$ cat config.mk
export PLATFORM = sky130hd
export DESIGN_NAME = cpu_ctrl_sequencer_flat
export DESIGN_NICKNAME = d
export VERILOG_FILES = /design/src/rtl/cpu_ctrl_sequencer_if.sv /design/src/rtl/cpu_ctrl_sequencer.sv /design/src/flat_wrapper.sv
export SDC_FILE = /design/constraint.sdc
export NUM_CORES = 1
export LEC_CHECK = 0
export CAP_MARGIN = 10
export CORE_ASPECT_RATIO = 0.6
export CORE_MARGIN = 3
export CORE_UTILIZATION = 32
export CTS_BUF_LIST = sky130_fd_sc_hd__clkbuf_8
export DETAILED_ROUTE_END_ITERATION = 16
export PLACE_DENSITY_LB_ADDON = 0.05
export SETUP_SLACK_MARGIN = 0.05
export SLEW_MARGIN = 20
export SYNTH_ARGS = -nofsm -noshare
export SYNTH_HDL_FRONTEND = slang
export SYNTH_SLANG_ARGS = --single-unit
$ cat constraint.sdc
create_clock -name clk -period 3.56 [get_ports clk]
set_clock_uncertainty 0.15 [all_clocks]
set_input_delay 0.534 -clock clk [delete_from_list [all_inputs] [get_ports clk]]
set_output_delay 0.534 -clock clk [all_outputs]
set_load 0.005 [all_outputs]
$ cat src/rtl/cpu_ctrl_sequencer_if.sv
// Control bus between the multi-cycle sequencer and the accumulator CPU datapath.
//
// Signals
//   Status into the sequencer : run, StageRegInstr_out, StageRegAddrMode_out, acc_zero
//                               (+ step when CTRL_SINGLE_STEP_EN is defined)
//   Strobes to the datapath   : ACC/ALU, data-RAM, fetch and PC controls, plus halted/illegal_op
//
// Modports
//   master : the sequencer (drives strobes, reads status)
//   slave  : the datapath / environment (drives status, reads strobes)
//
// Optional macro: CTRL_SINGLE_STEP_EN adds the step input.
interface cpu_ctrl_sequencer_if #(
    parameter int unsigned OPW   = 5,
    parameter int unsigned MODEW = 3
);
    logic             run;
    logic [OPW-1:0]   StageRegInstr_out;
    logic [MODEW-1:0] StageRegAddrMode_out;
    logic             acc_zero;
`ifdef CTRL_SINGLE_STEP_EN
    logic             step;
`endif

    logic ACCld_str;
    logic ACCinMUXselect;
    logic shiftercontrol;
    logic ALUinMUXselect;
    logic ALUcontrol_in;
    logic DataRAMenable;
    logic DataRAMread_en;
    logic DRAMaddrMUXselect;
    logic IndirectAddrRegld_str;
    logic InstrRAMenable;
    logic InstrRAMread_en;
    logic StageRegld_str;
    logic StageRegclr;
    logic PCounterInccontrol_in;
    logic PCounterControl;
    logic PCounterclr;
    logic halted;
    logic illegal_op;

    modport master (
`ifdef CTRL_SINGLE_STEP_EN
        input  step,
`endif
        input  run, StageRegInstr_out, StageRegAddrMode_out, acc_zero,
        output ACCld_str, ACCinMUXselect, shiftercontrol, ALUinMUXselect, ALUcontrol_in,
        output DataRAMenable, DataRAMread_en, DRAMaddrMUXselect, IndirectAddrRegld_str,
        output InstrRAMenable, InstrRAMread_en, StageRegld_str, StageRegclr,
        output PCounterInccontrol_in, PCounterControl, PCounterclr, halted, illegal_op
    );

    modport slave (
`ifdef CTRL_SINGLE_STEP_EN
        output step,
`endif
        output run, StageRegInstr_out, StageRegAddrMode_out, acc_zero,
        input  ACCld_str, ACCinMUXselect, shiftercontrol, ALUinMUXselect, ALUcontrol_in,
        input  DataRAMenable, DataRAMread_en, DRAMaddrMUXselect, IndirectAddrRegld_str,
        input  InstrRAMenable, InstrRAMread_en, StageRegld_str, StageRegclr,
        input  PCounterInccontrol_in, PCounterControl, PCounterclr, halted, illegal_op
    );
endinterface

$ cat src/rtl/cpu_ctrl_sequencer.sv
// Multi-cycle control sequencer for the accumulator CPU datapath.
// Loops FETCH -> LOAD -> DECODE -> [INDIR] -> [MEMRD] -> EXEC until HLT, issuing the
// datapath strobes for each cycle. Every output is a register whose value is decided
// from the state being entered, so strobes line up exactly with the state they belong to.
//
// Ports
//   clk   : system clock, rising edge
//   reset : asynchronous active-low reset; all outputs 0 and state IDLE while low
//   ctrl  : cpu_ctrl_sequencer_if.master (status in, strobes out)
//
// Parameters
//   MEM_WAIT : extra wait cycles after every data-RAM read (0..7)
//   OPW      : opcode width
//   MODEW    : address-mode width
//
// Optional macro: CTRL_SINGLE_STEP_EN adds a PAUSE state after EXEC, released by a
// rising edge on ctrl.step.
module cpu_ctrl_sequencer #(
    parameter int unsigned MEM_WAIT = 0,
    parameter int unsigned OPW      = 5,
    parameter int unsigned MODEW    = 3
) (
    input logic                  clk,
    input logic                  reset,
    cpu_ctrl_sequencer_if.master ctrl
);

    localparam logic [OPW-1:0] OpNop = OPW'(5'h00);
    localparam logic [OPW-1:0] OpLda = OPW'(5'h01);
    localparam logic [OPW-1:0] OpSta = OPW'(5'h02);
    localparam logic [OPW-1:0] OpAdd = OPW'(5'h03);
    localparam logic [OPW-1:0] OpSub = OPW'(5'h04);
    localparam logic [OPW-1:0] OpShl = OPW'(5'h05);
    localparam logic [OPW-1:0] OpShr = OPW'(5'h06);
    localparam logic [OPW-1:0] OpIn  = OPW'(5'h07);
    localparam logic [OPW-1:0] OpOut = OPW'(5'h08);
    localparam logic [OPW-1:0] OpJmp = OPW'(5'h09);
    localparam logic [OPW-1:0] OpJz  = OPW'(5'h0A);
    localparam logic [OPW-1:0] OpHlt = OPW'(5'h1F);

    localparam logic [MODEW-1:0] ModeImm = MODEW'(0);
    localparam logic [MODEW-1:0] ModeDir = MODEW'(1);
    localparam logic [MODEW-1:0] ModeInd = MODEW'(2);

    typedef enum logic [3:0] {
        StIdle,
        StFetch,
        StLoad,
        StDecode,
        StIndir,
        StMemRd,
        StExec,
`ifdef CTRL_SINGLE_STEP_EN
        StPause,
`endif
        StHalt
    } state_t;

    typedef struct packed {
        logic ACCld_str;
        logic ACCinMUXselect;
        logic shiftercontrol;
        logic ALUinMUXselect;
        logic ALUcontrol_in;
        logic DataRAMenable;
        logic DataRAMread_en;
        logic DRAMaddrMUXselect;
        logic IndirectAddrRegld_str;
        logic InstrRAMenable;
        logic InstrRAMread_en;
        logic StageRegld_str;
        logic StageRegclr;
        logic PCounterInccontrol_in;
        logic PCounterControl;
        logic PCounterclr;
        logic halted;
        logic illegal_op;
    } strobes_t;

    state_t   state_q, state_d;
    logic [2:0] cnt_q, cnt_d;
    // Set by reset so the first clock after release is treated as the IDLE entry that
    // clears the PC; a later return to IDLE (run dropped) leaves the PC alone.
    logic     rstEntry_q;
    strobes_t strb_q, strb_d;

    logic [OPW-1:0]   opc;
    logic [MODEW-1:0] mode;
    logic isOperandOp, isSta, isHlt, isKnownOp, isIllegal;

    assign opc  = ctrl.StageRegInstr_out;
    assign mode = ctrl.StageRegAddrMode_out;

    always_comb begin
        isOperandOp = (opc == OpLda) || (opc == OpAdd) || (opc == OpSub);
        isSta       = (opc == OpSta);
        isHlt       = (opc == OpHlt);
        // 00..0A are contiguous, HLT is the only other legal code.
        isKnownOp   = (opc <= OpJz) || isHlt;
        isIllegal   = !isKnownOp || (isOperandOp && (mode > ModeInd));
    end

`ifdef CTRL_SINGLE_STEP_EN
    logic stepPrev_q;
    logic stepEdge;
    assign stepEdge = ctrl.step & ~stepPrev_q;
`endif

    // Next state and wait counter.
    always_comb begin
        state_d = state_q;
        cnt_d   = cnt_q;
        case (state_q)
            StIdle: begin
                if (!rstEntry_q && ctrl.run) state_d = StFetch;
            end
            StFetch:  state_d = StLoad;
            StLoad:   state_d = StDecode;
            StDecode: begin
                if (isIllegal) begin
                    state_d = StExec;
                end else if (mode == ModeInd && (isOperandOp || isSta)) begin
                    state_d = StIndir;
                end else if (mode == ModeDir && isOperandOp) begin
                    state_d = StMemRd;
                end else begin
                    state_d = StExec;
                end
            end
            // STA only needs the pointer; it writes in EXEC and never reads data.
            StIndir:  state_d = isOperandOp ? StMemRd : StExec;
            StMemRd: begin
                if (cnt_q == 3'd0) state_d = StExec;
                else               cnt_d = cnt_q - 3'd1;
            end
            StExec: begin
                if (isHlt) begin
                    state_d = StHalt;
                end else begin
`ifdef CTRL_SINGLE_STEP_EN
                    state_d = StPause;
`else
                    state_d = ctrl.run ? StFetch : StIdle;
`endif
                end
            end
`ifdef CTRL_SINGLE_STEP_EN
            StPause: begin
                if (stepEdge) state_d = ctrl.run ? StFetch : StIdle;
            end
`endif
            StHalt:  state_d = StHalt;
            default: state_d = StIdle;
        endcase
        if (rstEntry_q) state_d = StIdle;
        if (state_d == StMemRd && state_q != StMemRd) cnt_d = 3'(MEM_WAIT);
    end

    // Strobes for the state being entered; registered below.
    always_comb begin
        strb_d            = '0;
        strb_d.illegal_op = strb_q.illegal_op;
        case (state_d)
            StIdle: begin
                strb_d.StageRegclr = (state_q != StIdle) || rstEntry_q;
                strb_d.PCounterclr = rstEntry_q;
            end
            StFetch: begin
                strb_d.InstrRAMenable  = 1'b1;
                strb_d.InstrRAMread_en = 1'b1;
            end
            StLoad: strb_d.StageRegld_str = 1'b1;
            StIndir: begin
                strb_d.DataRAMenable         = 1'b1;
                strb_d.DataRAMread_en        = 1'b1;
                strb_d.IndirectAddrRegld_str = 1'b1;
            end
            StMemRd: begin
                strb_d.DataRAMenable     = 1'b1;
                strb_d.DataRAMread_en    = 1'b1;
                strb_d.DRAMaddrMUXselect = (mode == ModeInd);
            end
            StExec: begin
                if (isIllegal) begin
                    strb_d.PCounterInccontrol_in = 1'b1;
                    strb_d.illegal_op            = 1'b1;
                end else begin
                    strb_d.PCounterInccontrol_in = 1'b1;
                    case (opc)
                        OpLda: begin
                            strb_d.ACCld_str      = 1'b1;
                            strb_d.ALUinMUXselect = (mode != ModeImm);
                        end
                        OpSta: begin
                            strb_d.DataRAMenable     = 1'b1;
                            strb_d.DRAMaddrMUXselect = (mode == ModeInd);
                        end
                        OpAdd: strb_d.ACCld_str = 1'b1;
                        OpSub: begin
                            strb_d.ACCld_str     = 1'b1;
                            strb_d.ALUcontrol_in = 1'b1;
                        end
                        OpShl: strb_d.ACCld_str = 1'b1;
                        OpShr: begin
                            strb_d.ACCld_str      = 1'b1;
                            strb_d.shiftercontrol = 1'b1;
                        end
                        OpIn: begin
                            strb_d.ACCld_str      = 1'b1;
                            strb_d.ACCinMUXselect = 1'b1;
                        end
                        OpJmp: begin
                            strb_d.PCounterInccontrol_in = 1'b0;
                            strb_d.PCounterControl       = 1'b1;
                        end
                        OpJz: begin
                            strb_d.PCounterInccontrol_in = ~ctrl.acc_zero;
                            strb_d.PCounterControl       = ctrl.acc_zero;
                        end
                        OpHlt: strb_d.PCounterInccontrol_in = 1'b0;
                        OpNop, OpOut: ;
                        default: ;
                    endcase
                end
            end
            StHalt:  strb_d.halted = 1'b1;
            default: ;
        endcase
    end

    always_ff @(posedge clk or negedge reset) begin
        if (!reset) begin
            state_q    <= StIdle;
            cnt_q      <= 3'd0;
            rstEntry_q <= 1'b1;
            strb_q     <= '0;
        end else begin
            state_q    <= state_d;
            cnt_q      <= cnt_d;
            rstEntry_q <= 1'b0;
            strb_q     <= strb_d;
        end
    end

`ifdef CTRL_SINGLE_STEP_EN
    always_ff @(posedge clk or negedge reset) begin
        if (!reset) stepPrev_q <= 1'b0;
        else        stepPrev_q <= ctrl.step;
    end
`endif

    assign ctrl.ACCld_str             = strb_q.ACCld_str;
    assign ctrl.ACCinMUXselect        = strb_q.ACCinMUXselect;
    assign ctrl.shiftercontrol        = strb_q.shiftercontrol;
    assign ctrl.ALUinMUXselect        = strb_q.ALUinMUXselect;
    assign ctrl.ALUcontrol_in         = strb_q.ALUcontrol_in;
    assign ctrl.DataRAMenable         = strb_q.DataRAMenable;
    assign ctrl.DataRAMread_en        = strb_q.DataRAMread_en;
    assign ctrl.DRAMaddrMUXselect     = strb_q.DRAMaddrMUXselect;
    assign ctrl.IndirectAddrRegld_str = strb_q.IndirectAddrRegld_str;
    assign ctrl.InstrRAMenable        = strb_q.InstrRAMenable;
    assign ctrl.InstrRAMread_en       = strb_q.InstrRAMread_en;
    assign ctrl.StageRegld_str        = strb_q.StageRegld_str;
    assign ctrl.StageRegclr           = strb_q.StageRegclr;
    assign ctrl.PCounterInccontrol_in = strb_q.PCounterInccontrol_in;
    assign ctrl.PCounterControl       = strb_q.PCounterControl;
    assign ctrl.PCounterclr           = strb_q.PCounterclr;
    assign ctrl.halted                = strb_q.halted;
    assign ctrl.illegal_op            = strb_q.illegal_op;

endmodule

$ cat src/flat_wrapper.sv
// flat-port wrapper written by rule: the top's interface ports become plain ports
module cpu_ctrl_sequencer_flat 
#(
    parameter int unsigned MEM_WAIT = 0,
    parameter int unsigned OPW      = 5,
    parameter int unsigned MODEW    = 3
)
  (clk, reset, ctrl_run, ctrl_StageRegInstr_out, ctrl_StageRegAddrMode_out, ctrl_acc_zero, ctrl_ACCld_str, ctrl_ACCinMUXselect, ctrl_shiftercontrol, ctrl_ALUinMUXselect, ctrl_ALUcontrol_in, ctrl_DataRAMenable, ctrl_DataRAMread_en, ctrl_DRAMaddrMUXselect, ctrl_IndirectAddrRegld_str, ctrl_InstrRAMenable, ctrl_InstrRAMread_en, ctrl_StageRegld_str, ctrl_StageRegclr, ctrl_PCounterInccontrol_in, ctrl_PCounterControl, ctrl_PCounterclr, ctrl_halted, ctrl_illegal_op);
  cpu_ctrl_sequencer_if #(.OPW(OPW), .MODEW(MODEW)) ctrl_i ();
  input logic clk;
  input logic reset;
  input wire logic [$bits(ctrl_i.run)-1:0] ctrl_run;
  input wire logic [$bits(ctrl_i.StageRegInstr_out)-1:0] ctrl_StageRegInstr_out;
  input wire logic [$bits(ctrl_i.StageRegAddrMode_out)-1:0] ctrl_StageRegAddrMode_out;
  input wire logic [$bits(ctrl_i.acc_zero)-1:0] ctrl_acc_zero;
  output wire logic [$bits(ctrl_i.ACCld_str)-1:0] ctrl_ACCld_str;
  output wire logic [$bits(ctrl_i.ACCinMUXselect)-1:0] ctrl_ACCinMUXselect;
  output wire logic [$bits(ctrl_i.shiftercontrol)-1:0] ctrl_shiftercontrol;
  output wire logic [$bits(ctrl_i.ALUinMUXselect)-1:0] ctrl_ALUinMUXselect;
  output wire logic [$bits(ctrl_i.ALUcontrol_in)-1:0] ctrl_ALUcontrol_in;
  output wire logic [$bits(ctrl_i.DataRAMenable)-1:0] ctrl_DataRAMenable;
  output wire logic [$bits(ctrl_i.DataRAMread_en)-1:0] ctrl_DataRAMread_en;
  output wire logic [$bits(ctrl_i.DRAMaddrMUXselect)-1:0] ctrl_DRAMaddrMUXselect;
  output wire logic [$bits(ctrl_i.IndirectAddrRegld_str)-1:0] ctrl_IndirectAddrRegld_str;
  output wire logic [$bits(ctrl_i.InstrRAMenable)-1:0] ctrl_InstrRAMenable;
  output wire logic [$bits(ctrl_i.InstrRAMread_en)-1:0] ctrl_InstrRAMread_en;
  output wire logic [$bits(ctrl_i.StageRegld_str)-1:0] ctrl_StageRegld_str;
  output wire logic [$bits(ctrl_i.StageRegclr)-1:0] ctrl_StageRegclr;
  output wire logic [$bits(ctrl_i.PCounterInccontrol_in)-1:0] ctrl_PCounterInccontrol_in;
  output wire logic [$bits(ctrl_i.PCounterControl)-1:0] ctrl_PCounterControl;
  output wire logic [$bits(ctrl_i.PCounterclr)-1:0] ctrl_PCounterclr;
  output wire logic [$bits(ctrl_i.halted)-1:0] ctrl_halted;
  output wire logic [$bits(ctrl_i.illegal_op)-1:0] ctrl_illegal_op;
  assign ctrl_i.run = ctrl_run;
  assign ctrl_i.StageRegInstr_out = ctrl_StageRegInstr_out;
  assign ctrl_i.StageRegAddrMode_out = ctrl_StageRegAddrMode_out;
  assign ctrl_i.acc_zero = ctrl_acc_zero;
  assign ctrl_ACCld_str = ctrl_i.ACCld_str;
  assign ctrl_ACCinMUXselect = ctrl_i.ACCinMUXselect;
  assign ctrl_shiftercontrol = ctrl_i.shiftercontrol;
  assign ctrl_ALUinMUXselect = ctrl_i.ALUinMUXselect;
  assign ctrl_ALUcontrol_in = ctrl_i.ALUcontrol_in;
  assign ctrl_DataRAMenable = ctrl_i.DataRAMenable;
  assign ctrl_DataRAMread_en = ctrl_i.DataRAMread_en;
  assign ctrl_DRAMaddrMUXselect = ctrl_i.DRAMaddrMUXselect;
  assign ctrl_IndirectAddrRegld_str = ctrl_i.IndirectAddrRegld_str;
  assign ctrl_InstrRAMenable = ctrl_i.InstrRAMenable;
  assign ctrl_InstrRAMread_en = ctrl_i.InstrRAMread_en;
  assign ctrl_StageRegld_str = ctrl_i.StageRegld_str;
  assign ctrl_StageRegclr = ctrl_i.StageRegclr;
  assign ctrl_PCounterInccontrol_in = ctrl_i.PCounterInccontrol_in;
  assign ctrl_PCounterControl = ctrl_i.PCounterControl;
  assign ctrl_PCounterclr = ctrl_i.PCounterclr;
  assign ctrl_halted = ctrl_i.halted;
  assign ctrl_illegal_op = ctrl_i.illegal_op;
  cpu_ctrl_sequencer #(.MEM_WAIT(MEM_WAIT), .OPW(OPW), .MODEW(MODEW)) u_core (.clk(clk), .reset(reset), .ctrl(ctrl_i));
endmodule
==> metrics.md, run 1 <==
| Metric | Value |
|---|---|
| Largest net degree at the start of global routing | `26` |
| Commonest non-fill, non-tap cells in the layout | `clkdlybuf4s50_1, dfrtp_1, nor2_1` |
| CORE AREA | `3890 um^2` |
| Crit Path Max Fanout | `12` |
| Per-instance average area after synthesis | `9.67 um^2` |
| Setup TNS | `0 ns` |
| Starting Density | `35.3%` |
| Max reg flops | `4` |
| Data arrival, critical path | `2.73 ns` |
| Cell variety after synth | `50` |
| Grt ovf | `0` |
| Ys flop type | `dfrtp_1` |
| Critical R2R Capture | `u_core.ctrl.PCounterInccontrol_in$_DFF_PN0_` |
| Max Slew Vio Count | `0` |
| Final-report hold violation count | `0` |
| Row count | `17` |
| DRC Markers | `0` |
| DR vias/cell | `5.19` |
| Largest register by flop count | `u_core.state_q` |
| CTS max path bufs | `2` |
| Hold depth | `0` |
| Initial antenna violation count | `0` |
| Die area | `5140 um^2` |
| Worst Max-Slew Pin Slew | `0.677 ns` |
| Clk slew on worst S/H paths | `0.09 ns` |
| Synth warnings | `0` |
| Die Wd | `90.6 um` |
| Die height | `56.7 um` |
| Via count | `1168` |
| Total routed wirelength | `3.39 mm` |
| Worst hold path class | `register to register` |
| Peak VDD IR | `128 uV` |
| CP required | `3.56 ns` |
| Root Driver | `clkbuf_8` |
| Vias in the first global route | `1108` |
| Hold_ws | `0.300 ns` |
| Worst hold start | `u_core.rstEntry_q$_DFF_PN1_` |
| # Post-CTS Setup Buffers | `0` |
| EDFF count, synth | `0` |
| CTS tree | `yes` |
| RSZ-0062 raised after global routing | `no` |
| Leakage power | `0.692 nW` |
| Worst Hold Path EP | `u_core.ctrl.PCounterclr$_DFF_PN0_` |
| Relative slew slack | `54.2%` |
| # Max-Cap Violations | `0` |
| First-pass GRT wire length | `5.76 mm` |
| Period Utilization, post-route | `76.6%` |
| Combinational share of power | `11.1%` |
| Sequential Power Share | `55.4%` |
| Net Sw Frac | `25.3%` |
| Routed length per instance | `15.1 um` |
| Most common cell after layout, fill and taps aside | `clkdlybuf4s50_1` |
| Resized Gates After CTS | `0` |
| Layout cells sized above 1 | `8.33%` |
| Post-Syn Area | `1370 um^2` |
| Pwr Density | `303 nW/um^2` |
| Reg2reg path depth | `7` |
| TritonCTS buffer count | `3` |
| I/O Pins | `30` |
| Buffers on Ports | `29` |
| Yosys reg bits | `25` |
| Net switching power | `0.000133 W` |
| Status | `completed` |
| Final setup fails | `0` |
| Dpl hpwl | `2.46 mm` |
| Total GRT Usage | `14.0%` |
| Reg2Reg Launch Point | `u_core.cnt_q[0]$_DFFE_PN0P_` |
| Critical path class | `input pin to register` |
| Layout Nets | `183` |
| CTS sink cnt | `25` |
| Crit path time final | `2.73 ns` |
| Post-DRT Antenna Nets | `0` |
| CP startpoint kind | `input pin` |
| Clk network pwr share | `33.5%` |
| Area Growth Syn to Fin | `26.8%` |
| Initial DRC Count | `116` |
| Worst-Skew Late Latency | `0.27 ns` |
| Cell count after synthesis | `142` |
| Total iterations of the first detailed-routing run | `4` |
| Hold-fix buffer count after cts | `0` |
| GPL Wtd Cong | `0.856` |
| Fmax | `0.366 GHz` |
| H-tree depth | `1` |
| Sequential area share after synthesis | `45.7%` |
| Async SR Flop Fraction | `100%` |
| N_diodes | `0` |
| Critical Path End Type | `register` |
| P_int | `0.000395 W` |
| R2r setup slk | `1.13 ns` |
| Regs by FF count | `u_core.state_q (4), u_core.cnt_q (3)` |
## area by class of cell
cell class / instances / area, um^2
sequential: 25 / 627
fill: 381 / 2150
timing repair buffer: 30 / 298
tap: 57 / 71.3
multi-input combinational: 102 / 668
clock buffer: 3 / 41.3
clock inverter: 1 / 7.51
inverter: 7 / 27.5
## worst max-delay path by stage
stage	from	endpoint	slack, ns	cells after the start
after CTS	ctrl_StageRegInstr_out[2]	u_core.cnt_q[2]$_DFFE_PN0P_	0.83	6
final	ctrl_StageRegInstr_out[2]	u_core.cnt_q[2]$_DFFE_PN0P_	0.83	6
after detailed placement	ctrl_StageRegInstr_out[2]	u_core.cnt_q[2]$_DFFE_PN0P_	0.53	6
after global placement	ctrl_StageRegInstr_out[2]	u_core.cnt_q[2]$_DFFE_PN0P_	0.50	6
after floorplan	ctrl_StageRegInstr_out[4]	u_core.ctrl.StageRegclr$_DFF_PN0_	1.46	6
after global routing	ctrl_StageRegInstr_out[2]	u_core.cnt_q[1]$_DFFE_PN0P_	0.68	6
## cell usage after synthesis, types with 2 or more instances
| cell type | count | area share [%] |
|---|---|---|
| dfrtp_1 | 24 | 44 |
| nor2_1 | 15 | 4.1 |
| nor3_1 | 12 | 4.4 |
| a21oi_1 | 7 | 2.6 |
| nand2_1 | 7 | 1.9 |
| inv_1 | 6 | 1.6 |
| buf_2 | 4 | 1.5 |
| nand2b_1 | 4 | 1.8 |
| o211ai_1 | 4 | 2.2 |
| and2_1 | 3 | 1.4 |
| nand3b_1 | 3 | 1.6 |
| nor3b_1 | 3 | 1.6 |
| nor4b_1 | 3 | 1.9 |
| o21ai_0 | 3 | 1.1 |
| or3_1 | 3 | 1.4 |
| a311o_1 | 2 | 1.5 |
| buf_4 | 2 | 1.1 |
| clkbuf_1 | 2 | 0.55 |
| ha_1 | 2 | 1.8 |
| nor2b_1 | 2 | 0.91 |
| o211ai_2 | 2 | 1.8 |
## power by group through the flow
stage / clock network, W / logic, W / registers, W
final: 0.000177 / 0.0000586 / 0.000292
after floorplan: 0 / 0.0000275 / 0.000297
after global routing: 0.000193 / 0.0000657 / 0.000293
after global placement: 0 / 0.0000588 / 0.000298
after CTS: 0.000183 / 0.0000588 / 0.000292
after detailed placement: 0 / 0.0000583 / 0.000298
## cells by family after synthesis
logic type	count (synthesis)	share of synthesized area, %
compound gates	31	17.7
xor+xnor	2	1.28
other cells	1	0.273
flops	25	45.7
buf+inv	16	5.92
fa+ha+maj	2	1.82
simple gates	65	27.3
## metal layers
layer	global-route usage [%]	part of all wire, %	up-vias	wire length, um
met1	22.4	53	556	1790
met3	4.02	7.8	2	266
met4	2.61	0.35	0	12
met2	17.9	39	45	1320
li1	-	-	565	-
met5	0	0	-	0
## critical path: stages
cell and delay [ns]:
clkdlybuf4s50_1 0.70, nor3b_1 0.44, o21ai_0 0.19, o221a_2 0.37
a211oi_2 0.38, a21oi_1 0.11
## per-stage QoR
step	cell area (um^2)	total power [W]	utilization, %	setup slack (ns)	cells
4_1_cts	1740	0.000534	44.7	0.833	225
5_1_grt	1740	0.000552	44.7	0.685	225
6_report	1740	0.000528	44.7	0.831	225
3_5_place_dp	1690	0.000356	43.5	0.532	221
3_3_place_gp	1690	0.000357	43.5	0.505	221
2_1_floorplan	1380	0.000324	-	1.46	143
No activity file was read; power rests on OpenSTA's default activity.
==> run 2, diff against run 1 <==
Clock period 3.56 ns to 2.5 ns, I/O delays scaled along.
==> metrics.md, run 2 (synthesis results as in run 1) <==
| Metric | Value |
|---|---|
| Total iterations of the first detailed-routing run | `4 (unchanged)` |
| Die area | `5140 um^2 (unchanged)` |
| Period Utilization, post-route | `92.8%` |
| # Post-CTS Setup Buffers | `0 (unchanged)` |
| Clk slew on worst S/H paths | `0.09 ns (about the same)` |
| Crit path time final | `2.32 ns` |
| Die height | `56.7 um (unchanged)` |
| Area Growth Syn to Fin | `40.6%` |
| Largest register by flop count | `u_core.state_q` |
| RSZ-0062 raised after global routing | `yes` |
| CTS tree | `yes` |
| Leakage power | `0.813 nW (+17%)` |
| Die Wd | `90.6 um (unchanged)` |
| Fillcell total | `354 (-7.1%)` |
| CP required | `2.49 ns (-1.07 ns)` |
| Critical Path End Type | `register` |
| Pwr Density | `392 nW/um^2 (+29%)` |
| Clk network pwr share | `31.4% (-2.1 points)` |
| CTS sink cnt | `25 (unchanged)` |
| Root Driver | `clkbuf_8` |
| Grt ovf | `0 (unchanged)` |
| Peak VDD IR | `237 uV (+85%)` |
| Layout Nets | `207 (+13%)` |
| Relative slew slack | `62.5% (+8.2 points)` |
| Net Sw Frac | `23.9% (-1.3 points)` |
| Fmax | `0.431 GHz` |
| I/O Pins | `30 (unchanged)` |
| CTS max path bufs | `2 (unchanged)` |
| Status | `completed` |
| DRC Markers | `0 (unchanged)` |
| # Max-Cap Violations | `0 (unchanged)` |
| N_diodes | `0 (unchanged)` |
| Routed length per instance | `13.7 um (-8.9%)` |
| Max Slew Vio Count | `0 (unchanged)` |
| Worst-path cell with the longest stage delay | `clkdlybuf4s50_1` |
| Post-DRT Antenna Nets | `0 (unchanged)` |
| Final setup fails | `0 (unchanged)` |
| Crit path cell chain | `clkdlybuf4s50_1 > buf_4 > nand2b_1 > nand3b_1 > o311a_1 > o211ai_2 > o21bai_1` |
| Layout cells sized above 1 | `20.8% (+13 points)` |
| Placed inst area | `1870 um^2 (+11%)` |
| Vias in the first global route | `1129 (+1.9%)` |
| Commonest non-fill, non-tap cells in the layout | `clkdlybuf4s50_1, buf_4, dfrtp_1` |
| Worst-Skew Late Latency | `0.26 ns (about the same)` |
| Total GRT Usage | `13.5% (-0.49 points)` |
| Buffers on Ports | `29 (unchanged)` |
| Combinational share of power | `13.5% (+2.4 points)` |
| Final core utilization | `49.6% (+4.9 points)` |
| Total routed wirelength | `3.42 mm (+0.86%)` |
| Final instance area | `1930 um^2 (+11%)` |
| Regs by FF count | `u_core.state_q (4), u_core.cnt_q (3)` |
| Worst hold path class | `register to register` |
| Initial DRC Count | `146 (+26%)` |
| Worst Max-Slew Pin Slew | `0.561 ns (-0.116 ns)` |
| Crit Path Max Fanout | `10 (-2)` |
| Row count | `17 (unchanged)` |
| Dpl hpwl | `2.64 mm (+7.7%)` |
| Data arrival, critical path | `2.31 ns (-0.42 ns)` |
| Most common cell after layout, fill and taps aside | `clkdlybuf4s50_1` |
| Net switching power | `0.000181 W (+36%)` |
| Resized Gates After CTS | `0 (unchanged)` |
| First-pass GRT wire length | `5.64 mm (-2.2%)` |
| H-tree depth | `1 (unchanged)` |
| DR vias/cell | `4.99 (-3.9%)` |
| Via count | `1242 (+6.3%)` |
| Critical path class | `input pin to register` |
| GPL Wtd Cong | `0.854 (-0.28%)` |
| Starting Density | `35.3% (unchanged)` |
| TritonCTS buffer count | `3 (unchanged)` |
| P_int | `0.000575 W (+46%)` |
| Initial antenna violation count | `0 (unchanged)` |
| Final-report hold violation count | `0 (unchanged)` |
| Hold-fix buffer count after cts | `0 (unchanged)` |
| CP startpoint kind | `input pin` |
| Max stage delay on crit path | `0.51 ns (-0.19 ns)` |
| Largest net degree at the start of global routing | `26 (unchanged)` |
| CORE AREA | `3890 um^2 (unchanged)` |
| Max reg flops | `4 (unchanged)` |
| Sequential Power Share | `55.1% (-0.3 points)` |
## run 2: critical path, delay by kind of cell
kind,cells,cell delay [ns]
buffers and inverters,2,0.63
and+or+nand+nor,2,0.25
AOI/OAI and AO/OA,3,1.04
## run 2: through the flow
stage	cells	hold WS [ns]	power, W	setup WS (ns)	setup TNS (ns)
2_1_floorplan	143	-0.0706	0.000461	0.446	0
3_3_place_gp	245	0.291	0.000526	-0.117	-0.309
3_5_place_dp	245	0.285	0.000526	-0.0490	-0.240
4_1_cts	249	0.298	0.000767	0.211	0
5_1_grt	249	0.309	0.000785	0.0458	0
6_report	249	0.297	0.000756	0.179	0
## run 2: power by group through the flow
stage | combinational, W | sequential, W | clock (W)
final | 0.000102 | 0.000416 | 0.000238
after global routing | 0.000113 | 0.000417 | 0.000255
after CTS | 0.000102 | 0.000416 | 0.000248
after detailed placement | 0.000102 | 0.000424 | 0
after global placement | 0.000102 | 0.000424 | 0
after floorplan | 0.0000391 | 0.000422 | 0
## run 2: worst paths after layout
path / depth (start not counted) / slack (ns) / startpoint / endpoint
worst max-delay path: 7 / 0.18 / ctrl_StageRegInstr_out[1] / u_core.ctrl.illegal_op$_DFFE_PN0P_
worst min-delay path: 0 / 0.30 / u_core.rstEntry_q$_DFF_PN1_ / u_core.ctrl.PCounterclr$_DFF_PN0_
worst max register to register: 7 / 0.26 / u_core.cnt_q[0]$_DFFE_PN0P_ / u_core.ctrl.ACCinMUXselect$_DFF_PN0_
worst min register to register: 0 / 0.30 / u_core.rstEntry_q$_DFF_PN1_ / u_core.ctrl.PCounterclr$_DFF_PN0_
max in group asynchronous: 2 / 1.60 / reset / u_core.rstEntry_q$_DFF_PN1_
min in group asynchronous: 2 / 0.32 / reset / u_core.ctrl.InstrRAMenable$_DFF_PN0_
## run 2: layout make-up
| type | count | area, um^2 | area share [%] |
|---|---|---|---|
| clock buffers | 3 | 41.3 | 2.14 |
| clock inverters | 1 | 5.00 | 0.259 |
| inverters | 7 | 27.5 | 1.43 |
| multi-input cells | 102 | 679 | 35.2 |
| flip-flops and latches | 25 | 627 | 32.5 |
| well taps | 57 | 71.3 | 3.70 |
| repair buffers | 54 | 478 | 24.8 |
## run 2: per-layer routing
layer	global-route usage (%)	wire, um
met3	4.28	360
met2	17.8	1370
met4	1.31	0
met5	0	0
met1	21.4	1690
==> run 3, diff against run 2 <==
Settings changed: CELL_PAD_IN_SITES_DETAIL_PLACEMENT set to 1, CELL_PAD_IN_SITES_GLOBAL_PLACEMENT set to 2, CORE_UTILIZATION 32 to 29.
==> metrics.md, run 3 (synthesis results as in run 1) <==
| Metric | Value |
|---|---|
| Hold-fix buffer count after cts | `0 (unchanged)` |
| Worst-path cell with the longest stage delay | `clkdlybuf4s50_1` |
| Die height | `59.3 um (+4.5%)` |
| Post-DRT Antenna Nets | `0 (unchanged)` |
| Layout Cells excl Fill | `245 (-1.6%)` |
| Leakage power | `0.775 nW (-4.7%)` |
| Critical R2R Capture | `u_core.ctrl.ALUinMUXselect$_DFF_PN0_` |
| Peak VDD IR | `224 uV (-5.3%)` |
| Max Slew Vio Count | `0 (unchanged)` |
| Root Driver | `clkbuf_8` |
| Most common cell after layout, fill and taps aside | `clkdlybuf4s50_1` |
| Clk network pwr share | `33.1% (+1.7 points)` |
| Data arrival, critical path | `2.34 ns (+0.03 ns)` |
| Layout cells sized above 1 | `18.9% (-1.9 points)` |
| Fmax | `0.427 GHz (-0.87%)` |
| Largest register by flop count | `u_core.state_q` |
| Area Growth Syn to Fin | `38.2%` |
| CTS max path bufs | `2 (unchanged)` |
| CP required | `2.50 ns (about the same)` |
| Net Sw Frac | `25.8% (+1.8 points)` |
| Crit path time final | `2.34 ns (+0.0203 ns)` |
| Die area | `5620 um^2 (+9.4%)` |
| Total routed wirelength | `4.07 mm (+19%)` |
| Status | `completed` |
| CORE AREA | `4320 um^2 (+11%)` |
| Clk slew on worst S/H paths | `0.09 ns (about the same)` |
| # Post-CTS Setup Buffers | `0 (unchanged)` |
| Total GRT Usage | `15.2% (+1.7 points)` |
| Buffers on Ports | `29 (unchanged)` |
| Critical Path End Type | `register` |
| Initial antenna violation count | `0 (unchanged)` |
| RSZ-0062 raised after global routing | `yes` |
| Reg2reg path depth | `8 (+1)` |
| Setup TNS | `0 ns (unchanged)` |
| DR vias/cell | `4.98 (-0.17%)` |
| Final-report hold violation count | `0 (unchanged)` |
| H-tree depth | `1 (unchanged)` |
| Routed length per instance | `16.6 um (+21%)` |
| First-pass GRT wire length | `6.35 mm (+13%)` |
| Final setup fails | `0 (unchanged)` |
| Total iterations of the first detailed-routing run | `4 (unchanged)` |
| R2r setup slk | `0.31 ns (+0.05 ns)` |
| CP top delay family | `compound AO/OA/AOI/OAI gates` |
| Max reg flops | `4 (unchanged)` |
| Pwr Density | `405 nW/um^2 (+3.3%)` |
| Period Utilization, post-route | `93.6% (+0.81 points)` |
| GPL Wtd Cong | `0.848 (-0.70%)` |
| DRC Markers | `0 (unchanged)` |
| CTS sink cnt | `25 (unchanged)` |
| Vias in the first global route | `1214 (+7.5%)` |
| I/O Pins | `30 (unchanged)` |
| Row count | `18 (+1)` |
| Combinational share of power | `12.6% (-0.9 points)` |
| Dpl hpwl | `3.15 mm (+19%)` |
| Grt ovf | `0 (unchanged)` |
| Layout Nets | `200 (-3.4%)` |
| Worst hold path class | `input pin to asynchronous set/reset pin` |
| N_diodes | `0 (unchanged)` |
| Worst-Skew Late Latency | `0.28 ns (+0.02 ns)` |
| P_int | `0.000570 W (-0.88%)` |
| Regs by FF count | `u_core.state_q (4), u_core.cnt_q (3)` |
| TritonCTS buffer count | `3 (unchanged)` |
| Reg2Reg Launch Point | `u_core.cnt_q[0]$_DFFE_PN0P_` |
| Fillcell total | `532 (+50%)` |
| Sequential Power Share | `54.3% (-0.8 points)` |
| Crit path cell chain | `clkdlybuf4s50_1 > nor2b_1 > o21ai_0 > o221a_2 > a211oi_2 > a21oi_1` |
| Max stage delay on crit path | `0.59 ns (+0.08 ns)` |
| Crit Path Max Fanout | `7 (-3)` |
| Die Wd | `94.8 um (+4.7%)` |
| CTS tree | `yes` |
| Crit path buffers/inverters | `1 (-1)` |
| CP startpoint kind | `input pin` |
| Commonest non-fill, non-tap cells in the layout | `clkdlybuf4s50_1, dfrtp_1, buf_4` |
| Hold_ws | `0.306 ns (+0.00915 ns)` |
| Net switching power | `0.000198 W (+9.3%)` |
| Largest net degree at the start of global routing | `26 (unchanged)` |
| Initial DRC Count | `24 (-84%)` |
| Via count | `1220 (-1.8%)` |
| Critical path class | `input pin to register` |
| Final core utilization | `43.9% (-5.7 points)` |
| Dpl cells | `241 (-1.6%)` |
| # Max-Cap Violations | `0 (unchanged)` |
| Starting Density | `31.7% (-3.5 points)` |
[run 3: cell types whose count changed in the layout (fill, tap and decap cells not counted), sizes merged]
cell	change
clkinvlp	+1
clkinv	-1
buf	-7
[run 3: worst max-delay path by stage]
stage,from,endpoint,slack (ns),cells past startpoint
floorplan,u_core.cnt_q[0]$_DFFE_PN0P_,u_core.ctrl.PCounterInccontrol_in$_DFF_PN0_,0.45,7
global placement,ctrl_StageRegInstr_out[0],u_core.cnt_q[2]$_DFFE_PN0P_,-0.20,6
detailed placement,ctrl_StageRegInstr_out[0],u_core.cnt_q[2]$_DFFE_PN0P_,-0.23,6
CTS,ctrl_StageRegInstr_out[0],u_core.cnt_q[2]$_DFFE_PN0P_,0.07,6
global route,ctrl_StageRegInstr_out[0],u_core.cnt_q[2]$_DFFE_PN0P_,0.04,6
finish,ctrl_StageRegInstr_out[0],u_core.cnt_q[2]$_DFFE_PN0P_,0.16,6
[run 3: repair_timing]
action,in CTS,in global routing
gates resized for setup,0,5
setup endpoints to repair,0,17
hold endpoints to repair,0,0
[run 3: routing by layer]
layer	GRT usage, %	wire (um)	vias up
met3	4.82	256	3
met2	20.6	1600	31
li1	-	-	599
met1	23.6	2190	587
met5	0	0	-
met4	2.46	21	0
[run 3: final cells by class]
cell class,instances,area (um^2),area share (%)
tap,60,75.1,3.96
multi-input combinational,102,693,36.5
timing repair buffer,47,425,22.4
sequential,25,627,33.0
clock inverter,1,7.51,0.396
inverter,7,27.5,1.45
clock buffer,3,41.3,2.18
[run 3: power groups by stage]
stage | logic (W) | clock network [W] | registers, W
final | 0.0000969 | 0.000254 | 0.000417
after global routing | 0.000107 | 0.000278 | 0.000418
after CTS | 0.0000956 | 0.000266 | 0.000416
after detailed placement | 0.0000950 | 0 | 0.000424
after global placement | 0.0000945 | 0 | 0.000424
after floorplan | 0.0000391 | 0 | 0.000422
[run 3: worst reg2reg max path, stage by stage, from the launching register on]
cell and delay (ns):
dfrtp_1 0.41, inv_1 0.11, ha_1 0.19, nand2b_1 0.11, a311o_1 0.41, nor3_4 0.18
o211ai_2 0.17, buf_4 0.20, nor3_1 0.19
[run 3: metrics by stage]
stage / area, um^2 / setup WS, ns / total power, W
after global routing: 1900 / 0.0424 / 0.000802
after floorplan: 1380 / 0.446 / 0.000461
final: 1900 / 0.159 / 0.000768
after CTS: 1870 / 0.0671 / 0.000778
after global placement: 1820 / -0.205 / 0.000519
after detailed placement: 1820 / -0.225 / 0.000519
==> variant 1 (config.mk and constraints of run 2) <==
Encoding of `state_t`: now one-hot (8 bits for 8 states).
--- a/src/rtl/cpu_ctrl_sequencer.sv
+++ b/src/rtl/cpu_ctrl_sequencer.sv
@@ -43,16 +43,16 @@
     localparam logic [MODEW-1:0] ModeInd = MODEW'(2);
 
-    typedef enum logic [3:0] {
-        StIdle,
-        StFetch,
-        StLoad,
-        StDecode,
-        StIndir,
-        StMemRd,
-        StExec,
+    typedef enum logic [7:0] {
+        StIdle   = 8'b00000001,
+        StFetch  = 8'b00000010,
+        StLoad   = 8'b00000100,
+        StDecode = 8'b00001000,
+        StIndir  = 8'b00010000,
+        StMemRd  = 8'b00100000,
+        StExec   = 8'b01000000,
 `ifdef CTRL_SINGLE_STEP_EN
         StPause,
 `endif
-        StHalt
+        StHalt   = 8'b10000000
     } state_t;
 
Formal check against the unedited RTL: same outputs for any inputs over 10 cycles, from zero or initial values and one cycle with reset low; not proved beyond that.
==> variant 1 against run 2 <==
Sequential cell count up 4; synthesized area increased by 11%; total power is 39% higher; synthesized cell count rose by 7.7%; cell area grew 6.7%; final cell count up 3.6%; core utilization decreased by 2.2 points; routed wire length rose by 3.8%; count of clock-buffer cells in the layout increased by 4; fmax grew 3.2%; setup slack improved by 0.073 ns; critical path type unchanged; largest power group unchanged; highest routed layer is now met4.
==> variant 1: results (changes against run 2) <==
- Status: completed
- The final-stage net count was 211 (+1.9%).
- Count of cell types in the netlist: 52 (+4.0%)
* Vias per cell: 5.023 (+0.71%)
* Largest net degree at the start of global routing: 30 (+15%)
* Maximum cell stage delay along the critical path: 0.48 ns (-0.03 ns)
- The fraction of layout cells with a size suffix above 1 was 18.69% (-2.1 points).
* Number of levels in the clock H-tree: 2 (+1)
* Biggest regs: u_core.state_q (8), u_core.cnt_q (3)
* Total GRT Usage: 13.66% (+0.17 points)
- First-pass GRT wire length: 5754 um (+2.1%)
- The total leakage power was 0.8776 nW (+8.0%).
- The endpoint identified for the worst register-to-register timing path is u_core.ctrl.ALUcontrol_in.
- Worst EP arrival: 2.25 ns (-0.06 ns)
* Worst skew pair latency: 0.28 ns (+0.02 ns)
- The transition at the pin with the smallest max-transition slack is 0.4971 ns (-0.06428 ns).
- On the critical path, the stage with the largest delay is an instance of sky130_fd_sc_hd__clkdlybuf4s50_1.
- The xor and xnor fraction of the mapped netlist area was 1.148% (-0.13 points).
- Number of global-route vias before repair: 1,212 (+7.4%)
* Worst vdd ir: 0.3171 mV (+34%)
- Max FO, Critical Path: 5 (-5)
- Synth Area in Compound Gates: 15.82% (-1.9 points)
* Worst setup startpoint: ctrl_StageRegInstr_out[2]
- The worst register-to-register path begins at u_core.state_q[0].
* Routed wire length: 3549 um (+3.8%)
* Largest cells by area after synthesis: sky130_fd_sc_hd__dfrtp_1 (44%), sky130_fd_sc_hd__nor3_1 (3.9%), sky130_fd_sc_hd__nor2_1 (3.9%)
- DP Wirelength: 2693 um (+1.8%)
* Drt initial violations: 112 (-23%)
- After synthesis, the most frequently instantiated cells are sky130_fd_sc_hd__dfrtp_1 (27), sky130_fd_sc_hd__nor2_1 (16), sky130_fd_sc_hd__nor3_1 (12), sky130_fd_sc_hd__nand2_1 (8).
* Iteration count of the initial detailed-routing pass: 5 (+1)
- The placed instance count was 250 (+2.0%).
- The clock-pin slew on the worst setup and hold paths was 0.06 ns (-0.03 ns).
- Number of non-filler instances in the completed layout: 258 (+3.6%)
- Post-synthesis mux area share: 0% (unchanged)
* Mean post-synth cell area: 9.977 um2 (+3.2%)
- Cell area after placement: 1958 um2 (+4.6%)
- Register area share after synthesis: 47.70% (+2.0 points)
==> variant 1: cell count changes after synthesis, moves of 3 or more <==
cell,change
sky130_fd_sc_hd__o211ai_1,-3
sky130_fd_sc_hd__dfrtp_1,+3
sky130_fd_sc_hd__buf_2,-3
sky130_fd_sc_hd__nand3b_1,-3
sky130_fd_sc_hd__a21oi_1,-3
sky130_fd_sc_hd__a211oi_1,+4
sky130_fd_sc_hd__nor2b_1,+4
==> variant 1: area by class of cell <==
cell class              instances  area, um2
clock buffers                   7      96.34
repair buffers                 45      410.4
inverters                       6      22.52
multi-input cells             110      721.9
fillers                       413       2287
clock inverters                 1      5.005
well taps                      60      75.07
flip-flops and latches         29      728.2
==> variant 1: cells by family (layout without fill, tap and decap cells) <==
logic type,count (synthesis),count (layout)
simple gates,72,72
compound gates,33,33
flops,29,29
buf+inv,14,59
fa+ha+maj,2,2
xor+xnor,2,2
other cells,1,1
==> variant 1: stage by stage <==
step           worst slack (ns)  hold slack [ns]
6_report                 0.2524           0.2909
5_1_grt                 0.05368           0.3041
3_5_place_dp           -0.04151           0.2823
3_3_place_gp           -0.02460           0.2822
2_1_floorplan            0.4605         -0.07059
4_1_cts                  0.2351           0.2921
==> variant 1: report_power, final <==
part	internal, W	total, W	switching (W)
logic	0.0000664	0.000134	0.0000671
clock network	0.000248	0.000425	0.000176
registers	0.000481	0.000489	0.00000764
==> variant 1: worst max-delay path: cells and delay by family <==
kind	cells	cell delay [ns]
AND/OR/NAND/NOR	2	0.53
buffers and inverters	1	0.48
AO/OA/AOI/OAI	3	0.86
==> variant 1: metal layers <==
metal / GRT usage (%) / vias to the layer above / wire length, um
li1: - / 639 / -
met1: 19.81 / 618 / 1848
met2: 18.31 / 35 / 1451
met3: 5.076 / 4 / 229
met4: 4.928 / 0 / 21
met5: 0 / - / 0
==> variant 1: how the worst max path moves through the flow <==
stage,end,slack (ns),cells after the start
floorplan,u_core.ctrl.illegal_op,0.46,6
global placement,u_core.ctrl.DRAMaddrMUXselect,-0.02,6
detailed placement,u_core.cnt_q[2],-0.04,6
CTS,u_core.cnt_q[2],0.24,6
global route,u_core.cnt_q[2],0.05,6
finish,u_core.cnt_q[2],0.25,6
==> variant 2 (flow settings as in run 2) <==
Made on the original files. `OPW` is set to 5 in 3 places; all go to 6.
--- a/src/rtl/cpu_ctrl_sequencer_if.sv
+++ b/src/rtl/cpu_ctrl_sequencer_if.sv
@@ -12,5 +12,5 @@
 // Optional macro: CTRL_SINGLE_STEP_EN adds the step input.
 interface cpu_ctrl_sequencer_if #(
-    parameter int unsigned OPW   = 5,
+    parameter int unsigned OPW   = 6,
     parameter int unsigned MODEW = 3
 );
--- a/src/rtl/cpu_ctrl_sequencer.sv
+++ b/src/rtl/cpu_ctrl_sequencer.sv
@@ -18,5 +18,5 @@
 module cpu_ctrl_sequencer #(
     parameter int unsigned MEM_WAIT = 0,
-    parameter int unsigned OPW      = 5,
+    parameter int unsigned OPW      = 6,
     parameter int unsigned MODEW    = 3
 ) (
--- a/src/flat_wrapper.sv
+++ b/src/flat_wrapper.sv
@@ -3,5 +3,5 @@
 #(
     parameter int unsigned MEM_WAIT = 0,
-    parameter int unsigned OPW      = 5,
+    parameter int unsigned OPW      = 6,
     parameter int unsigned MODEW    = 3
 )
Ports: changed (resized ctrl_StageRegInstr_out); port bits go from 30 to 31. The function was not compared with the original's and may differ.
==> variant 2 against run 2 <==
Setup slack better by 0.031 ns; hold slack worse by 0.0027 ns; synthesized area is 1.1% lower; cell area is 2.3% lower; total power is 2.0% higher; routed wire length is 8.1% lower; fmax is 1.3% higher; sequential cell count stayed put; critical endpoint is now u_core.ctrl.PCounterControl; largest cell class unchanged.
==> variant 2: results (changes against run 2) <==
- The worst slew slack as a fraction of its limit was 65.93% (+3.5 points).
- The tightest min-delay check is of the flip-flop to flip-flop type.
- Counting instances in the post-synthesis netlist gives the leading cell types as sky130_fd_sc_hd__dfrtp_1 (24), sky130_fd_sc_hd__nor2_1 (18), sky130_fd_sc_hd__nand2_1 (12), sky130_fd_sc_hd__a21oi_1 (9).
- The initial antenna violation count was 0 (unchanged).
* Cell area after placement: 1826 um2 (-2.5%)
- FFs w/ async S/R, synth: 100.0% (unchanged)
- The largest registers in the layout are u_core.state_q (4), u_core.cnt_q (3).
- The run finished with clean final reports.
* XOR/XNOR share of the synthesized area: 0.6452% (-0.63 points)
- The number of antenna diodes was 0 (unchanged).
- The detailed-routing iteration count for the pre-antenna-repair pass was 4 (unchanged).
- The number of synthesis warnings came to 0 (unchanged).
- Clock group total power: 0.000247 W (+4%)
- Total GRT Usage: 12.78% (-0.72 points)
- The count of input and output buffers is 30 (+3.4%).
- Total CTS buffers: 3 (unchanged)
- Synth Area in Compound Gates: 18.43% (+0.75 points)
- Worst vdd ir: 0.2044 mV (-14%)
* Largest cells by area after synthesis: sky130_fd_sc_hd__dfrtp_1 (44%), sky130_fd_sc_hd__nor2_1 (5.0%), sky130_fd_sc_hd__a21oi_1 (3.3%)
- Clock latency on the worst-skew pair, taken at its later pin, is 0.27 ns.
* Number of levels in the clock H-tree: 1 (unchanged)
- The multiplexer share of the synthesized area was 0% (unchanged).
- The final-stage net count was 200 (-3.4%).
* Count of cell types in the netlist: 52 (+4.0%)
- The iteration-0 DRC count of the detailed router came to 66 (-55%).
- Last weighted congestion value of the routability-driven placer: 0.8338 (-2.3%)
- The clock-pin slew on the worst setup and hold paths is 0.09 ns (about the same).
- The total leakage power came to 0.8207 nW (+0.97%).
- Number of global-route vias before repair: 1,066 (-5.6%)
* Startpoint class of the critical path: primary input
- P_int: 0.0005783 W (+0.61%)
- Main flop type after synthesis: sky130_fd_sc_hd__dfrtp_1
* Largest net degree at the start of global routing: 26 (unchanged)
* DP Wirelength: 2461 um (-7.0%)
- Combinational cell fraction of total power: 13.7% (+0.2 points)
- First-pass GRT wire length: 5244 um (-7.0%)
- The fraction of layout cells with a size suffix above 1 is 24.46% (+3.6 points).
- Register area share after synthesis: 46.18% (+0.51 points)
- The ratio of routed vias to standard cells is 4.722 (-5.3%).
* Max clock buf depth: 2 (unchanged)
- STA puts the critical path data arrival time at 2.32 ns.
- Adder-cell share of the synthesized area: 1.843% (+0.020 points)
* Cell chosen for the clock root: sky130_fd_sc_hd__clkbuf_8
- The peak fanout along the critical path came to 5 (-5).
- The final wirelength is 3142 um (-8.1%).
-- variant 2: final timing paths --
| kind | to | slack (ns) | from | cells after the start |
|---|---|---|---|---|
| worst max-delay path | u_core.ctrl.PCounterControl | 0.21 | ctrl_StageRegInstr_out[2] | 7 |
| worst min-delay path | u_core.ctrl.PCounterclr | 0.29 | u_core.rstEntry_q | 0 |
| worst max register to register | u_core.ctrl.halted | 0.38 | u_core.state_q[1] | 5 |
| worst min register to register | u_core.ctrl.PCounterclr | 0.29 | u_core.rstEntry_q | 0 |
| max in group asynchronous | u_core.rstEntry_q | 1.60 | reset | 2 |
| min in group asynchronous | u_core.ctrl.PCounterclr | 0.31 | reset | 2 |
-- variant 2: what timing repair did --
item / CTS / global route
buffers inserted: 0 / 0
resized for setup: 0 / 4
endpoints found under the setup margin: 0 / 5
-- variant 2: per-layer routing --
| layer | track usage, % | share of wire, % | wire length [um] | vias to the layer above |
|---|---|---|---|---|
| met2 | 17.62 | 40 | 1252 | 25 |
| met3 | 3.882 | 5.6 | 175 | 2 |
| met1 | 19.88 | 54 | 1701 | 535 |
| met5 | 0 | 0 | 0 | - |
| li1 | - | - | - | 576 |
| met4 | 1.307 | 0.38 | 12 | 0 |
-- variant 2: layout make-up --
| class | count | area [um2] |
|---|---|---|
| clock buffers | 3 | 41.29 |
| inverters | 3 | 11.26 |
| flip-flops and latches | 25 | 626.9 |
| well taps | 57 | 71.32 |
| repair buffers | 49 | 447.9 |
| fillers | 379 | 1986 |
| clock inverters | 1 | 7.507 |
| multi-input cells | 103 | 679.4 |
-- variant 2: critical path: stages --
cell and delay, ns:
sky130_fd_sc_hd__clkdlybuf4s50_1 0.58, sky130_fd_sc_hd__and2b_2 0.26, sky130_fd_sc_hd__o21ai_2 0.17, sky130_fd_sc_hd__nor2_1 0.09, sky130_fd_sc_hd__o32ai_4 0.37, sky130_fd_sc_hd__nand3_1 0.25
sky130_fd_sc_hd__a211oi_1 0.22
-- variant 2: kinds of logic (layout without fill, tap and decap cells) --
group,Yosys count,in the layout
AND/OR/NAND/NOR,67,67
AO/OA/AOI/OAI,31,31
flip-flops,25,25
buffers and inverters,10,56
adder cells (fa/ha/maj),2,2
other,1,2
XOR/XNOR,1,1
-- variant 2: through the flow --
stage	setup slack, ns	TNS (ns)	power, W	std cells
final	0.2101	0	0.0007708	241
after global routing	0.06430	0	0.0008062	241
after CTS	0.1577	0	0.0007873	241
after detailed placement	-0.1237	-1.076	0.0005327	237
after global placement	-0.08584	-0.3926	0.0005302	237
after floorplan	0.5480	0	0.0004707	138
